<file path="src/rtl/prll_bs_rbtr_riscv_pkg.sv">
// Shared types and helpers for the round-robin bus arbiter.
// Arbiter FSM encoding, requester ceiling, and modular pointer walk.
package prll_bus_pkg;

   localparam int MAX_DRVRS = 8;

   typedef enum logic [1:0] {
      IDLE = 2'd0,
      HOLD = 2'd1,
      TURN = 2'd2
   } state_e;

   // (p + k) mod n for p < n, k < n, without a divider
   function automatic int rr_wrap(input int p, input int k, input int n);
      return (p + k >= n) ? (p + k - n) : (p + k);
   endfunction

endpackage

</file>
<file path="src/rtl/prll_bs_rbtr_riscv_if.sv">
// Bus-arbitration signal bundle between requesters (master) and arbiter (slave).
interface prll_bs_rbtr_riscv_if #(
   parameter int drvrs = 3
);
   localparam int IW = $clog2(drvrs);

   logic [drvrs-1:0] req;
   logic [drvrs-1:0] done;
   logic [drvrs-1:0] grnt;
   logic [IW-1:0]    grnt_id;
   logic             bs_busy;
   logic             trn_chng;
   logic             tmout;

   modport master (
      output req, done,
      input  grnt, grnt_id, bs_busy, trn_chng, tmout
   );

   modport slave (
      input  req, done,
      output grnt, grnt_id, bs_busy, trn_chng, tmout
   );

endinterface

</file>
<file path="src/rtl/prll_bs_rbtr_riscv_rr_pckr.sv">
// Combinational round-robin picker: first requester at or after i_ptr,
// searching upward modulo N; one-hot winner, binary index and any-flag.
module rr_pckr
   import prll_bus_pkg::*;
#(
   parameter int N  = 3,
   parameter int IW = $clog2(N)
) (
   input  logic [N-1:0]  i_req,
   input  logic [IW-1:0] i_ptr,
   output logic [N-1:0]  o_win,
   output logic [IW-1:0] o_idx,
   output logic          o_any
);

   // Walk offsets from farthest to nearest so the nearest hit overwrites last
   always_comb begin
      o_win = '0;
      o_idx = '0;
      o_any = 1'b0;
      for (int k = N - 1; k >= 0; k--) begin
         if (i_req[IW'(rr_wrap(int'(i_ptr), k, N))]) begin
            o_win = '0;
            o_win[IW'(rr_wrap(int'(i_ptr), k, N))] = 1'b1;
            o_idx = IW'(rr_wrap(int'(i_ptr), k, N));
            o_any = 1'b1;
         end
      end
   end

endmodule

</file>
<file path="src/rtl/prll_bs_rbtr_riscv.sv">
// Round-robin bus arbiter with registered one-hot grant and a turnaround cycle
// between owners. Hold watchdog compiled in by defining PRLL_RBTR_TMOUT_EN.
module prll_bs_rbtr_riscv
   import prll_bus_pkg::*;
#(
   parameter int drvrs    = 3,
   parameter int max_hold = 16
) (
   input  logic                 clk,
   input  logic                 reset,
   prll_bs_rbtr_riscv_if.slave  bus
);

   localparam int IW = $clog2(drvrs);

   state_e           r_state, w_nxt;
   logic [drvrs-1:0] r_grnt;
   logic [IW-1:0]    r_grnt_id;
   logic [IW-1:0]    r_ptr;
   logic             r_busy;
   logic             r_trn;

   logic [drvrs-1:0] w_win;
   logic [IW-1:0]    w_idx;
   logic             w_any;
   logic             w_rel;
   logic             w_force;

   rr_pckr #(.N(drvrs), .IW(IW)) u_pckr (
      .i_req (bus.req),
      .i_ptr (r_ptr),
      .o_win (w_win),
      .o_idx (w_idx),
      .o_any (w_any)
   );

   // Only the current owner's done/req matter; other done bits are ignored
   assign w_rel = bus.done[r_grnt_id] | ~bus.req[r_grnt_id];

`ifdef PRLL_RBTR_TMOUT_EN
   logic [7:0] r_hold_cnt;
   logic       r_tmout;

   assign w_force = (r_hold_cnt == 8'(max_hold - 1));

   // Zero outside HOLD, so it reads 0 on the first HOLD cycle
   always_ff @(posedge clk or negedge reset) begin
      if (!reset) begin
         r_hold_cnt <= '0;
         r_tmout    <= 1'b0;
      end else begin
         r_tmout <= (r_state == HOLD) && !w_rel && w_force;
         if (r_state != HOLD)
            r_hold_cnt <= '0;
         else if (r_hold_cnt != 8'hFF)
            r_hold_cnt <= r_hold_cnt + 8'd1;
      end
   end

   assign bus.tmout = r_tmout;
`else
   assign w_force   = 1'b0;
   assign bus.tmout = 1'b0;
`endif

   always_comb begin
      w_nxt = r_state;
      case (r_state)
         IDLE:    if (w_any) w_nxt = HOLD;
         HOLD:    if (w_rel || w_force) w_nxt = TURN;
         TURN:    w_nxt = w_any ? HOLD : IDLE;
         default: w_nxt = IDLE;
      endcase
   end

   always_ff @(posedge clk or negedge reset) begin
      if (!reset) begin
         r_state   <= IDLE;
         r_grnt    <= '0;
         r_grnt_id <= '0;
         r_ptr     <= '0;
         r_busy    <= 1'b0;
         r_trn     <= 1'b0;
      end else begin
         r_state <= w_nxt;
         r_trn   <= 1'b0;
         case (r_state)
            IDLE, TURN: begin
               if (w_any) begin
                  r_grnt    <= w_win;
                  r_grnt_id <= w_idx;
                  r_busy    <= 1'b1;
               end
            end
            HOLD: begin
               // Pointer moves past the owner before TURN so it loses ties there
               if (w_rel || w_force) begin
                  r_grnt <= '0;
                  r_busy <= 1'b0;
                  r_trn  <= 1'b1;
                  r_ptr  <= (r_grnt_id == IW'(drvrs - 1)) ? '0 : r_grnt_id + 1'b1;
               end
            end
            default: begin
               r_grnt <= '0;
               r_busy <= 1'b0;
            end
         endcase
      end
   end

   assign bus.grnt     = r_grnt;
   assign bus.grnt_id  = r_grnt_id;
   assign bus.bs_busy  = r_busy;
   assign bus.trn_chng = r_trn;

endmodule

</file>
<file path="src/flat_wrapper.sv">
// flat-port wrapper written by rule: the top's interface ports become plain ports
module prll_bs_rbtr_riscv_flat import prll_bus_pkg::*;
#(
   parameter int drvrs    = 3,
   parameter int max_hold = 16
)
  (clk, reset, bus_req, bus_done, bus_grnt, bus_grnt_id, bus_bs_busy, bus_trn_chng, bus_tmout);
  prll_bs_rbtr_riscv_if #(.drvrs(drvrs)) bus_i ();
  input  logic clk;
  input  logic reset;
  input wire logic [$bits(bus_i.req)-1:0] bus_req;
  input wire logic [$bits(bus_i.done)-1:0] bus_done;
  output wire logic [$bits(bus_i.grnt)-1:0] bus_grnt;
  output wire logic [$bits(bus_i.grnt_id)-1:0] bus_grnt_id;
  output wire logic [$bits(bus_i.bs_busy)-1:0] bus_bs_busy;
  output wire logic [$bits(bus_i.trn_chng)-1:0] bus_trn_chng;
  output wire logic [$bits(bus_i.tmout)-1:0] bus_tmout;
  assign bus_i.req = bus_req;
  assign bus_i.done = bus_done;
  assign bus_grnt = bus_i.grnt;
  assign bus_grnt_id = bus_i.grnt_id;
  assign bus_bs_busy = bus_i.bs_busy;
  assign bus_trn_chng = bus_i.trn_chng;
  assign bus_tmout = bus_i.tmout;
  prll_bs_rbtr_riscv #(.drvrs(drvrs), .max_hold(max_hold)) u_core (.clk(clk), .reset(reset), .bus(bus_i));
endmodule
</file>
<file path="config.mk">
export PLATFORM = sky130hd
export DESIGN_NAME = prll_bs_rbtr_riscv_flat
export DESIGN_NICKNAME = d
export VERILOG_FILES = /design/src/rtl/prll_bs_rbtr_riscv_pkg.sv /design/src/rtl/prll_bs_rbtr_riscv_if.sv /design/src/rtl/prll_bs_rbtr_riscv_rr_pckr.sv /design/src/rtl/prll_bs_rbtr_riscv.sv /design/src/flat_wrapper.sv
export SDC_FILE = /design/constraint.sdc
export NUM_CORES = 1
export LEC_CHECK = 0
export CORE_ASPECT_RATIO = 1.1
export CORE_UTILIZATION = 42
export CTS_BUF_LIST = sky130_fd_sc_hd__clkbuf_16
export DETAILED_ROUTE_END_ITERATION = 6
export GPL_TIMING_DRIVEN = 0
export PLACE_DENSITY = 0.69
export SETUP_SLACK_MARGIN = 0.15
export SLEW_MARGIN = 20
export SYNTH_ARGS = -nofsm -noshare
export SYNTH_HDL_FRONTEND = slang
export SYNTH_HIERARCHICAL = 1
export SYNTH_SLANG_ARGS = --single-unit
</file>
<file path="constraint.sdc">
create_clock -name clk -period 2.1 [get_ports clk]
set_clock_uncertainty 0.1 [all_clocks]
set_input_delay 0.21 -clock clk [delete_from_list [all_inputs] [get_ports clk]]
set_output_delay 0.21 -clock clk [all_outputs]
set_load 0.02 [all_outputs]
</file>
=== Yosys cells after proc, flatten, opt, wreduce, memory -nomap -nowiden ===
Index checks and enable logic that the tools add are counted.

* Logic and storage cells: 83
* Input bits: 8
* Bits in registers: 11
* Bits in writable memories: 0
* Bits in latches: 0
* Memories: 0
* Output and inout bits: 8
* Memory bits (read-only): 0

* Multiply operators: 0
* Shift operators: 0
* Order comparisons: 10
* Muxes and demuxes: 44
* Add/sub/neg operators: 6
* Divide/modulo/power cells: 0
* Bitwise gates (word level): 2
* Eq/ne operators: 6
* Reduce and logical (&&, ||, !) cells: 9

{| class="wikitable"
|+ Operators by type and width
! cell !! count
|-
| $mux W1 || 19
|-
| $mux W2 || 9
|-
| $mux W3 || 5
|-
| $lt A2 B4 Y1 const B || 3
|-
| $bmux W1 S2 || 5
|-
| $reduce_and A2 Y1 || 4
|-
| $demux W1 S2 || 3
|-
| $ge A2 B1 Y1 const B || 3
|-
| $ge A3 B2 Y1 const B || 2
|-
| $ne A2 B1 Y1 const B || 3
|-
| $pmux W2 S3 || 1
|-
| $pmux W3 S2 || 1
|-
| $sub A2 B2 Y2 const B || 3
|-
| $eq A2 B2 Y1 const B || 2
|-
| $add A2 B1 Y3 const B || 1
|-
| $add A2 B2 Y3 const B || 1
|-
| $logic_and A1 B1 Y1 || 3
|-
| $lt A2 B3 Y1 const B || 1
|-
| $add A2 B1 Y2 const B || 1
|-
| $eq A2 B1 Y1 const B || 1
|-
| $ge A2 B2 Y1 const B || 1
|-
| $logic_not A2 Y1 || 1
|-
| $pmux W1 S2 || 1
|-
| $reduce_or A2 Y1 || 1
|-
| 2 further kinds || 2
|}

=== Depth between registers and ports, before layout ===
Gate-level depths: netlist of the first run.

* Word-level depth: 12
* Gate-level depth with buffers: 10
* Mapped depth without buffers: 8

=== Modules after synthesis ===
The synthesis of the first run kept the hierarchy.

{| class="wikitable"
|+ Modules (own cells, without submodules)
! module !! area each (µm²) !! times used !! cells each !! sequential area each (µm²)
|-
| prll_bs_rbtr_riscv || 555.5 || 1 || 48 || 275.3
|-
| rr_pckr || 349.1 || 1 || 50 || 0.0
|}

=== Least setup slack after synthesis of the first run ===
OpenSTA, ideal clock, no wires.

* Kind: reg-to-reg
* Start: register u_core.r_ptr[0]
* End: register u_core.r_grnt_id[0] (netlist: u_core/bus.grnt_id[0])
* Buffers on the path: 2
* Setup time: 0.125 ns
* Data arrival time: 1.997 ns
* Period minus slack after synthesis: 2.222 ns
* Cell stages (with the launch flop): 10
* Setup slack: -0.122 ns
* Required time: 1.875 ns
* Cells stage by stage: dfrtp_1 inv_1 ha_1 buf_6 a221o_1 o21ai_2 nand2_1 clkbuf_1 and2b_1 mux2_2

* Cells in the longest elaborated chain, start to end: 10
* Elaborated cells on any way between the ends: 27
* Those cells by class: 5 x add/sub; 3 x order compare; 18 x mux; 1 x reduce/logical

{| class="wikitable"
|+ RTL lines
! item !! RTL line !! source
|-
| from (decl) || prll_bs_rbtr_riscv.sv:19 || <nowiki>logic [IW-1:0] r_ptr;</nowiki>
|-
| from (signal assigned) || prll_bs_rbtr_riscv.sv:101 || <nowiki>r_ptr <= (r_grnt_id == IW'(drvrs - 1)) ? '0 : r_grnt_id + 1'b1;</nowiki>
|-
| $add A2 B2 Y3 || prll_bs_rbtr_riscv_pkg.sv:15 || <nowiki>return (p + k >= n) ? (p + k - n) : (p + k);</nowiki>
|-
| $ge A3 B2 Y1 or $sub A2 B2 Y2 (tied branches) || prll_bs_rbtr_riscv_pkg.sv:15 ||
|-
| $mux W2 || prll_bs_rbtr_riscv_pkg.sv:15 ||
|-
| $bmux W1 S2 || prll_bs_rbtr_riscv_rr_pckr.sv:22 || <nowiki>if (i_req[IW'(rr_wrap(int'(i_ptr), k, N))]) begin</nowiki>
|-
| $mux W1 (implied by the code) (2 in a row) || prll_bs_rbtr_riscv_rr_pckr.sv:22 ||
|-
| $mux W1 (2 in a row) || prll_bs_rbtr_riscv_rr_pckr.sv:22 ||
|-
| $mux W1 (*) || prll_bs_rbtr_riscv_rr_pckr.sv:22 ||
|-
| net u_core.w_any || prll_bs_rbtr_riscv.sv:25 || <nowiki>logic w_any;</nowiki>
|-
| $reduce_and A2 Y1 (no line) (*) || -- ||
|-
| to (signal assigned) || prll_bs_rbtr_riscv.sv:91 || <nowiki>r_grnt_id <= w_idx;</nowiki>
|-
| to (decl) || prll_bs_rbtr_riscv.sv:18 || <nowiki>logic [IW-1:0] r_grnt_id;</nowiki>
|}

Mark *: on every way through the listed nets, which the timed path passes. The rest lies on a longest branch. The select of a mux whose other input is x is not followed.
A chain may end at the register's enable or synchronous reset.

=== Final worst setup path of the first run ===
Same ends and word-level chain as after synthesis.

==> flow_summary.ini, run 1 <==
[sta]
fin_crit_sh_pct = 101
setup_ws_ns = -0.0246
setup_viol = 2
whs_ns = 0.213
final_hold_viol_count = 0
relSlewSlack_pct = 66.5
slew_viol_final = 0
grt_setup_unrepaired = true
post-route-min-period_ns = 2.12
clock.fmax_mhz = 471
worst_pin_slew_ns = 0.501

[cells_and_area]
layout_common_cells = 14 x clkdlybuf4s50_1, 10 x nand2_1, 10 x dfrtp_1, 9 x inv_1, 7 x buf_4
n_fill_cell = 170
post-route-util_pct = 61.5
diodes = 0
layout_commonest_cell = clkdlybuf4s50_1
final_net_count = 135
regArea_um2 = 277
syn2layout_area_growth_pct = 37.3
multi_input_area_um2 = 566
drive_above_1_share_pct = 27.9

[global_route]
antenna_found_initial = 0
grt_pass1_wl_um = 3250
grt_use_total_pct = 19.3
grt_pass1_vias = 745
grt_overflow_total = 0
grt_max_degree = 12

[routing]
drt-vias-per-instance = 5.25
drt_first_iter_violations = 10
detail-route-antenna-nets = 0
wl_per_cell_um = 12.6
wl_um = 1890
vias = 788
drc = 0
firstDrtPassIters = 4

[cts]
cts_tree = built
clk_latency_ns = 0.24
clock_path_buffers = 2
cts_buffers = 3
path_clk_slew_ns = 0.04
hold_buffers = 0
htreeDepth = 1
numClockSinks = 11
cts_root_buf = clkbuf_16

[worst_setup_path]
crit_required_ns = 2.12
crit_arrival_ns = 2.15
end_kind = flip-flop
crit_type = flip-flop to flip-flop
start_kind = flip-flop
cp_max_fo = 3

[place]
dpl.hpwl_um = 1310
port_buffers = 14
gp_congestion = 0.836

[outcome]
violations = negative setup slack
outcome = finished with violations

[pwr]
p_per_area_mw_per_mm2 = 1640
peakVddDrop_uv = 1000
finalPower_mw = 2.03
p_leak_nw = 0.558

[floorplan]
rows = 17
die_h_um = 50.7
dieArea_mm2 = 0.00234
ios = 16
initial_core_util_pct = 44.8
die_w_um = 46.3
core_mm2 = 0.00202

[yosys]
yosysUniqueCellTypes = 44
synth_flop_cell = dfrtp_1
syn_nets = 110
synthesis.area_um2 = 905
ys_seq_elements = 11
avgSynthCellArea_um2 = 9.23
ys_seq_area_share_pct = 30.4
synth.yosys.warnings = 6
synth_edf_count = 0
ys_async_sr_fraction_pct = 100
synthCells = 98

[min_path]
hold_path.class = input port to async pin

[flow_run]
cap_violations = 0
==> metal layers <==
metal / up-vias / share of wire, % / track usage (%)
li1: 395 / - / -
met4: 0 / 1.2 / 5.39
met1: 368 / 45 / 24.6
met5: - / 0 / 0
met3: 4 / 4.8 / 6.83
met2: 21 / 48 / 30.0
==> state kept, by name (all words and copies together), names as in the netlist <==
name	cells
u_core/bus.trn_chng	1
u_core/r_ptr	2
u_core/r_state	2
u_core/bus.grnt_id	2
u_core/bus.grnt	3
u_core/bus.bs_busy	1
==> cells by family (layout without fill, tap and decap cells) <==
kind of cell	after synthesis	in the layout	share of synthesized area, %
simple gates	30	30	20.3
buf+inv	16	40	9.40
flops	11	11	30.4
fa+ha+maj	4	4	5.53
other cells	2	2	0.830
compound gates	26	26	23.1
mux	9	9	10.4
==> synthesized netlist by cell type, types with 2 or more instances <==
cell type	count	share of area, %
dfrtp_1	11	30
nand2_1	10	4.1
inv_1	9	3.7
mux2i_1	6	6.6
ha_1	4	5.5
o22ai_1	4	2.8
a21oi_1	3	1.7
mux2_2	3	3.7
nor2_1	3	1.2
o21ai_0	3	1.7
and2_2	2	1.7
and2b_1	2	1.7
buf_2	2	1.1
buf_4	2	1.7
buf_6	2	2.5
conb_1	2	0.83
nand3b_1	2	1.7
o211ai_1	2	1.7
==> critical path: stages (launching register included) <==
cell and delay (ns):
dfrtp_1 0.39, inv_2 0.08, ha_4 0.21, buf_6 0.11, a221o_1 0.29, o21ai_2 0.14, nand2_1 0.08, clkbuf_8 0.13
and2b_2 0.21, mux2_2 0.27
==> path summary, 6_finish.rpt <==
kind | slack, ns | cells past startpoint | from | to
min in group clk | 0.37 | 1 | u_core/r_state[1] | u_core/bus.bs_busy
setup / recovery | -0.02 | 9 | u_core/r_ptr[0] | u_core/bus.grnt_id[0]
hold / removal | 0.21 | 1 | reset | u_core/bus.grnt[2]
hold reg to reg | 0.37 | 1 | u_core/r_state[1] | u_core/bus.bs_busy
setup reg to reg | -0.02 | 9 | u_core/r_ptr[0] | u_core/bus.grnt_id[0]
max in group asynchronous | 1.32 | 1 | reset | u_core/r_ptr[1]
==> power by group <==
group | switching [mW] | internal [mW] | leakage, nW
Combinational | 0.595 | 0.688 | 0.378
Clock | 0.0910 | 0.250 | 0.0423
Sequential | 0.100 | 0.308 | 0.137
==> layout make-up <==
class / instances / area share [%]
Multi-Input combinational cell: 71 / 45.5
Sequential cell: 11 / 22.3
Timing Repair Buffer: 20 / 15.2
Clock buffer: 3 / 6.04
Buffer: 7 / 5.14
Tap cell: 28 / 2.82
Inverter: 9 / 2.72
Clock inverter: 1 / 0.302
==> repair_timing <==
item | CTS | global route
endpoints found under the setup margin | 7 | 7
buffers inserted | 6 | 0
gates resized for setup | 4 | 2
cloned | 0 | 0
pin swaps | 6 | 1
==> through the flow <==
step                      setup TNS (ns)  instances  setup slack, ns  area [um2]
final                            -0.0492        150          -0.0246        1240
after CTS                         -0.103        150          -0.0518        1240
after global routing              -0.303        150          -0.0916        1240
after detailed placement          -0.362        140           -0.163        1100
after floorplan                  -0.0216         98          -0.0108         927
after global placement            -0.349        140           -0.158        1100
Note: power is estimated with default switching activity, not from simulation.
==> run 2: changes to the inputs <==
- CORE_ASPECT_RATIO: 1.1 -> unset
==> run 2 against run 1 <==
Routed wire length up 7.6%. Clock-buffer cell count unchanged. Critical path depth is the same. Fmax fell by 1.5%. Largest cell class unchanged. The run still ends with negative setup slack left.
==> flow_summary.ini, run 2 (same netlist as run 1, synthesis figures left out) <==
[global_route]
grt_use_total_pct = 19.5
use_met3_pct = 6.60
grt_pass1_vias = 822
busiest_layer = met2
grtUsageMet1_pct = 21.6
grtUsageMet2_pct = 35.4
grt_max_degree = 12
grt_pass1_wl_um = 3520
grt_overflow_total = 0
antenna_found_initial = 0

[floorplan]
initial_core_util_pct = 45.2
rows = 16
die_w_um = 48.4
core_mm2 = 0.00200
die_h_um = 48.4
ios = 16
dieArea_mm2 = 0.00234

[routing]
drt_first_iter_violations = 14
drt-vias-per-instance = 5.34
wl_per_cell_um = 13.6
vias = 796
detail-route-antenna-nets = 0
firstDrtPassIters = 4
drc = 0
wl_um = 2030

[worst_setup_path]
crit_required_ns = 2.12
crit_type = flip-flop to flip-flop
cp_max_fo = 3
start_kind = flip-flop
crit_arrival_ns = 2.18
end_kind = flip-flop

[cells_and_area]
syn2layout_area_growth_pct = 36.8
drive_above_1_share_pct = 27.9
layout_common_cells = 14 x clkdlybuf4s50_1, 10 x nand2_1, 10 x dfrtp_1, 9 x inv_1, 8 x buf_4
stdcell_count = 149
layout_commonest_cell = clkdlybuf4s50_1
diodes = 0
largest_reg_flops = 3
final_net_count = 135

[pwr]
p_leak_nw = 0.556
finalPower_mw = 2.04
p_per_area_mw_per_mm2 = 1650
peakVddDrop_uv = 985

[sta]
final.setup.tns_ns = -0.120
relSlewSlack_pct = 65.7
worst_pin_slew_ns = 0.513
clock.fmax_mhz = 464
post-route-min-period_ns = 2.16
setup_viol = 3
slew_viol_final = 0
grt_setup_unrepaired = true
setup_ws_ns = -0.0571
final_hold_viol_count = 0
fin_crit_sh_pct = 103

[cts]
path_clk_slew_ns = 0.04
htreeDepth = 1
numClockSinks = 11
hold_buffers = 0
clk_latency_ns = 0.24
cts_buffers = 3
clock_path_buffers = 2
cts_tree = built
cts_root_buf = clkbuf_16

[place]
gp_congestion = 0.780
port_buffers = 14
dpl.cell_count = 139
dpl.hpwl_um = 1410

[outcome]
violations = negative setup slack
outcome = finished with violations

[min_path]
hold_path.class = input port to async pin

[flow_run]
cap_violations = 0
-- run 2: cell counts in the layout (fill, tap and decap cells not counted) --
Identical to the previous run, type by type.
-- run 2: cell type report --
type	count	area (um2)
clock buffer	3	75.1
buffer	7	63.8
timing repair buffer	20	185
tap	27	33.8
sequential	11	277
fill	195	764
clock inverter	1	3.75
multi-input combinational	71	566
inverter	9	33.8
-- run 2: worst max-delay path, stage by stage, from the launching register on --
cell and delay (ns):
dfrtp_1 0.39, inv_2 0.09, ha_4 0.21, buf_6 0.11, a221o_1 0.29, o21ai_2 0.15, nand2_1 0.08, clkbuf_8 0.13
and2b_2 0.21, mux2_2 0.27
-- run 2: power by group --
group / leakage, nW / switching [mW] / total (mW) / internal (mW)
combinational: 0.377 / 0.611 / 1.29 / 0.677
clock: 0.0423 / 0.0933 / 0.343 / 0.250
sequential: 0.137 / 0.101 / 0.410 / 0.309
total: 0.556 / 0.806 / 2.04 / 1.24
-- run 2: stage by stage --
step                      hold slack [ns]  area, um2  setup WS [ns]  utilization (%)
after floorplan                    -0.186        927        -0.0108                -
after global placement              0.369       1100         -0.159             55.0
after detailed placement            0.380       1100         -0.179             55.0
after CTS                           0.237       1230        -0.0730             61.7
after global routing                0.272       1240         -0.148             61.8
final                               0.218       1240        -0.0571             61.8
-- run 2: final timing paths --
check	startpoint	endpoint	slack, ns	cells past startpoint
setup / recovery	u_core/r_ptr[0]	u_core/bus.grnt_id[1]	-0.06	9
hold / removal	reset	u_core/r_state[0]	0.22	1
hold reg to reg	u_core/r_state[1]	u_core/bus.bs_busy	0.38	1
max in group asynchronous	reset	u_core/r_ptr[1]	1.31	1
setup reg to reg	u_core/r_ptr[0]	u_core/bus.grnt_id[1]	-0.06	9
min in group clk	u_core/r_state[1]	u_core/bus.bs_busy	0.38	1
-- run 2: metal layers --
| metal | up-vias | share of wire (%) |
|---|---|---|
| li1 | 393 | - |
| met1 | 383 | 44 |
| met2 | 18 | 52 |
| met3 | 2 | 4.2 |
| met4 | 0 | 0.39 |
| met5 | - | 0 |
-- run 2: timing repair --
item | 4_1_cts | 5_1_grt
resized for setup | 4 | 1
pin swaps | 6 | 1
buffers inserted | 6 | 0
setup endpoints to repair | 7 | 7
